$ cat src/rtl/pipe_pkg.sv
// rtl/pipe_pkg.sv - shared state encodings for the elastic pipeline stage
package pipe_pkg;

  localparam int CNT_W = 2;

  // State value doubles as the number of entries held
  typedef enum logic [1:0] {
    ST_EMPTY = 2'b00,
    ST_BUSY  = 2'b01,
    ST_FULL  = 2'b10
  } state_t;

  function automatic logic [CNT_W-1:0] count_of(input state_t st);
    return CNT_W'(st);
  endfunction

endpackage

$ cat src/rtl/flopenr_n.sv
// rtl/flopenr_n.sv - data register with async reset, sync clear-to-value and enable
module flopenr_n #(
  parameter int               WIDTH     = 32,
  parameter logic [WIDTH-1:0] RESET_VAL = {WIDTH{1'b0}}
) (
  input  logic             clk,
  input  logic             reset_n,
  input  logic             clr,
  input  logic             en,
  input  logic [WIDTH-1:0] d,
  output logic [WIDTH-1:0] q
);

  // Clear wins over enable so a squash always lands the reset value
  always_ff @(posedge clk or negedge reset_n) begin
    if (!reset_n) begin
      q <= RESET_VAL;
    end else if (clr) begin
      q <= RESET_VAL;
    end else if (en) begin
      q <= d;
    end
  end

endmodule

$ cat src/rtl/pipe_stage.sv
// rtl/pipe_stage.sv - elastic pipeline register with skid buffer and flush
module pipe_stage
  import pipe_pkg::*;
#(
  parameter int               WIDTH     = 32,
  parameter logic [WIDTH-1:0] RESET_VAL = {WIDTH{1'b0}}
) (
  input  logic             i_clk,
  input  logic             i_reset_n,
  input  logic             i_flush,
  input  logic             i_valid,
  output logic             o_ready,
  input  logic [WIDTH-1:0] i_d,
  output logic             o_valid,
  input  logic             i_ready,
  output logic [WIDTH-1:0] o_q,
  output logic [1:0]       o_count
);

  state_t           state;
  state_t           state_nxt;
  logic             in_fire;
  logic             out_fire;
  logic             main_en;
  logic             skid_en;
  logic [WIDTH-1:0] main_d;
  logic [WIDTH-1:0] skid_q;

  assign in_fire  = i_valid & o_ready;
  assign out_fire = o_valid & i_ready;

  // Next state and register enables; a flush overrides everything
  always_comb begin
    state_nxt = state;
    main_en   = 1'b0;
    skid_en   = 1'b0;
    main_d    = i_d;
    case (state)
      ST_EMPTY: begin
        if (in_fire) begin
          main_en   = 1'b1;
          state_nxt = ST_BUSY;
        end
      end
      ST_BUSY: begin
        if (in_fire && out_fire) begin
          main_en = 1'b1;
        end else if (in_fire) begin
          skid_en   = 1'b1;
          state_nxt = ST_FULL;
        end else if (out_fire) begin
          state_nxt = ST_EMPTY;
        end
      end
      ST_FULL: begin
        main_d = skid_q;
        if (out_fire) begin
          main_en   = 1'b1;
          state_nxt = ST_BUSY;
        end
      end
      default: state_nxt = ST_EMPTY;
    endcase
    if (i_flush) begin
      state_nxt = ST_EMPTY;
      main_en   = 1'b0;
      skid_en   = 1'b0;
    end
  end

  // Control FSM with registered handshake/count outputs so i_ready never reaches o_ready
  always_ff @(posedge i_clk or negedge i_reset_n) begin
    if (!i_reset_n) begin
      state   <= ST_EMPTY;
      o_valid <= 1'b0;
      o_ready <= 1'b1;
      o_count <= count_of(ST_EMPTY);
    end else begin
      state   <= state_nxt;
      o_valid <= (state_nxt != ST_EMPTY);
      o_ready <= (state_nxt != ST_FULL);
      o_count <= count_of(state_nxt);
    end
  end

  flopenr_n #(.WIDTH(WIDTH), .RESET_VAL(RESET_VAL)) u_main (
    .clk     (i_clk),
    .reset_n (i_reset_n),
    .clr     (i_flush),
    .en      (main_en),
    .d       (main_d),
    .q       (o_q)
  );

  flopenr_n #(.WIDTH(WIDTH), .RESET_VAL(RESET_VAL)) u_skid (
    .clk     (i_clk),
    .reset_n (i_reset_n),
    .clr     (i_flush),
    .en      (skid_en),
    .d       (i_d),
    .q       (skid_q)
  );

endmodule

$ cat config.mk
export PLATFORM = sky130hd
export DESIGN_NAME = pipe_stage
export DESIGN_NICKNAME = d
export VERILOG_FILES = /design/src/rtl/pipe_pkg.sv /design/src/rtl/flopenr_n.sv /design/src/rtl/pipe_stage.sv
export SDC_FILE = /design/constraint.sdc
export NUM_CORES = 1
export LEC_CHECK = 0
export ABC_AREA = 1
export CORE_MARGIN = 8
export CORE_UTILIZATION = 49
export DETAILED_ROUTE_END_ITERATION = 10
export HOLD_SLACK_MARGIN = 0.03
export PLACE_DENSITY = 0.79
export SLEW_MARGIN = 30
export SYNTH_ARGS = -nofsm -noshare
export SYNTH_HDL_FRONTEND = slang
export SYNTH_SLANG_ARGS = --single-unit
$ cat constraint.sdc
create_clock -name i_clk -period 2 [get_ports i_clk]
set_input_delay 0.3 -clock i_clk [delete_from_list [all_inputs] [get_ports i_clk]]
set_output_delay 0.3 -clock i_clk [all_outputs]
set_load 0.005 [all_outputs]
==> metrics.md <==
| Metric | Value |
|---|---|
| DR WL met2 | `4.386 mm` |
| Compound-Gate Fraction of Synth Area | `0.002962` |
| Critical path capture point type | `output port` |
| Post-synth top flop | `dfrtp_1` |
| Vias in the first global route | `approximately 3.2k` |
| Post-synth ARST share | `1.000` |
| CTS tree | `built` |
| Port-buffer cells | `72` |
| Worst Skew | `6.402 ps` |
| Reg2Reg Setup Slack | `500 ps` |
| CP Depth | `1` |
| Status | `finished clean` |
| Worst Tran Pin Value | `521.3 ps` |
| RSZ-0062 raised after global routing | `no` |
| Pwr Density | `758.6 mW/mm^2` |
| Reg-to-reg critical path endpoint | `u_main.q[27]` |
| DIE WIDTH | `slightly below 100 um` |
| First-pass GRT wire length | `between 15 and 20 mm` |
| CTS root buf | `clkbuf_8` |
| Synth Area in Adders | `0` |
| Grt total ovfl | `0` |
| Family with the most delay on the worst path | `flip-flops` |
| Final HPWL DP | `5.831 mm` |
| Final hold slack | `between 400 and 500 ps` |
| WP buf/inv | `1` |
| Proportion of layout cells with a drive suffix above 1 | `0.06379` |
| Capture point of the worst path | `o_ready` |
| Post-route clock period utilization | `0.8296` |
| Global Route Usage Sum | `0.1889` |
| Mean post-synth cell area | `7.315 um^2` |
| Peak VDD IR | `roughly 0.00054 V` |
| Area contributors post-synth | `dfrtp_1, nand2_1, nand3_1` |
| CP max stage delay | `about 530 ps` |
| Clock Latency Late Sink | `340 ps` |
| Post-DRT Antenna Nets | `0` |
| CP max stage cell | `dfstp_2` |
| Fin. max-slew vios | `0` |
| Violation count after the first detailed-route iteration | `~240` |
| Seq. cell area | `0.001703 mm^2` |
| Worst R2R Start | `o_ready` |
| Number of hold violations in the final report | `0` |
| CTS buffer count | `9` |
| Final Wtd Congestion | `a little under 0.8` |
| Area of the multi-input gates | `0.001376 mm^2` |
| Worst-path clk slew | `about 60 ps` |
| R2R cell count | `6` |
| Final Setup Violations | `0` |
| Sequential fraction of the synthesis area | `0.5039` |
| Maxcap violations | `0` |
| Worst Path Required | `1700 ps` |
| Initial antenna violation count | `0` |
| Largest family of logic cells by synthesized area | `simple AND/OR/NAND/NOR gates` |
| Resized Gates After CTS | `0` |
| Critical Path Start | `o_ready` |
| Most frequent cell after synthesis | `nand2_1` |
| Drt wl/cell | `14.34 um` |
| Post-synth top area share | `0.4961` |
| DRT met1 WL | `3.652 mm` |
| Post-synth EDFFs | `0` |
| Die Area | `0.009810 mm^2` |
| Min Tclk post-route | `1659 ps` |
| Simple-gate share of the synthesized area | `0.4043` |
| CTS Buffer Depth | `2` |
| # IOs | `73` |
| Critical path launch point type | `register` |
| Via-to-Cell Ratio | `5.155` |
| Filler cells | `589` |
| Residual DRC | `0` |
| Nets | `566` |
| Netlist cell types | `17` |
| Largest net degree at the start of global routing | `41` |
| Yosys warns | `0` |
| CP Cell Sequence | `clkdlybuf4s50_1` |
| Relative slew margins | `0.6525` |
| Syn Inst Count | `462` |
| H-tree levels | `3` |
| Mapped Area | `0.003379 mm^2` |
| Critical-path maximum fanout | `2` |
| Ant. Diodes | `0` |
| DR top layer | `met4` |
| Fmax | `602.7 MHz` |
| Syn Nets | `499` |
| Final wirelength | `8.788 mm` |
| Die height | `between 90 and 100 um` |
| Syn-to-layout area delta | `30.17%` |
| Core area | `0.006719 mm^2` |
| Cell accounting for the most synthesized area | `dfrtp_1` |
| Vias | `~3.2k` |
| Clk sink count | `68` |
| Crit Path Category | `register to output port` |
| Initial Utilization | `0.5030` |
| Fin Setup TNS | `0 ps` |
| FP Rows | `30` |
| Initial DRT Pass Iterations | `4` |
| Metal3 WL | `726 um` |
| Leak pwr | `2.391 nW` |
| Seq cells post-synth | `68` |
| Post-Synth XOR/XNOR Area | `0` |
| Multiplexer area fraction after synthesis | `0` |
| CP arrival | `1360 ps` |
| Synth cell count leaders | `nand2_1, dfrtp_1, nand3_1, inv_1, nand4_1` |
| Hold WC Path Type | `input pin to async pin` |
cell families (layout without fill, tap and decap cells):
family                 count (synthesis)  count (layout)
flip-flops                            68              68
AND/OR/NAND/NOR                      322             322
buffers and inverters                 70             141
AO/OA/AOI/OAI                          2               2
stage by stage:
| step | setup WS (ps) | power, W | instances | cell area (um^2) | util |
|---|---|---|---|---|---|
| floorplan | 665.9 | 0.001865 | 462 | 3379 | - |
| global placement | 348.4 | 0.002195 | 597 | 4187 | 0.6231 |
| detailed placement | 270.2 | 0.002212 | 597 | 4187 | 0.6231 |
| CTS | 315.1 | 0.003378 | 613 | 4399 | 0.6547 |
| global route | 271.4 | 0.003519 | 613 | 4399 | 0.6547 |
| finish | 340.8 | 0.003337 | 613 | 4399 | 0.6547 |
area by class of cell:
type	instances	area share
Multi-Input combinational cell	324	0.3129
Clock inverter	1	0.006826
Sequential cell	68	0.3871
Clock buffer	14	0.03925
Tap cell	80	0.02275
Timing Repair Buffer	87	0.1980
Inverter	39	0.03328
layout by cell type (no fill, tap or decap), drive strengths merged:
cell             n
buf             15
bufinv           1
clkbuf          14
clkdlybuf4s50   71
dfrtp           67
dfstp            1
dlygate4sd3      1
inv             39
nand2          219
nand3           50
nand4           32
nor2            21
o21ai            2
flip-flops by register name, indices dropped and copies added, names as in the netlist:
register  flops
u_skid.q     32
u_main.q     32
state         2
o_valid       1
o_ready       1
metal layers:
layer / GRT usage / vias to the layer above
met5: 0 / -
li1: - / 1578
met1: 0.2193 / 1476
met4: 0.04841 / 0
met2: 0.3233 / 102
met3: 0.06554 / 4
worst min path at each step:
stage	start	to	slack, ps
4_1_cts	i_reset_n	state[1]	490
3_5_place_dp	i_reset_n	state[1]	320
3_3_place_gp	i_reset_n	state[1]	310
6_report	i_reset_n	state[1]	480
5_1_grt	i_reset_n	u_main.q[6]	510
2_1_floorplan	i_reset_n	o_valid	4
power by group:
group          leakage (nW)  switching, W  internal (W)
Clock                 0.103      0.000479      0.000673
Combinational          1.36      0.000343      0.000305
Sequential            0.923     0.0000614       0.00148
Total                  2.39      0.000883       0.00245
repair_timing:
action,in CTS,in global routing
hold buffers,1,0
endpoints found under the hold margin,37,0
buffers inserted,0,0
Power figures use the tool's default switching activity.
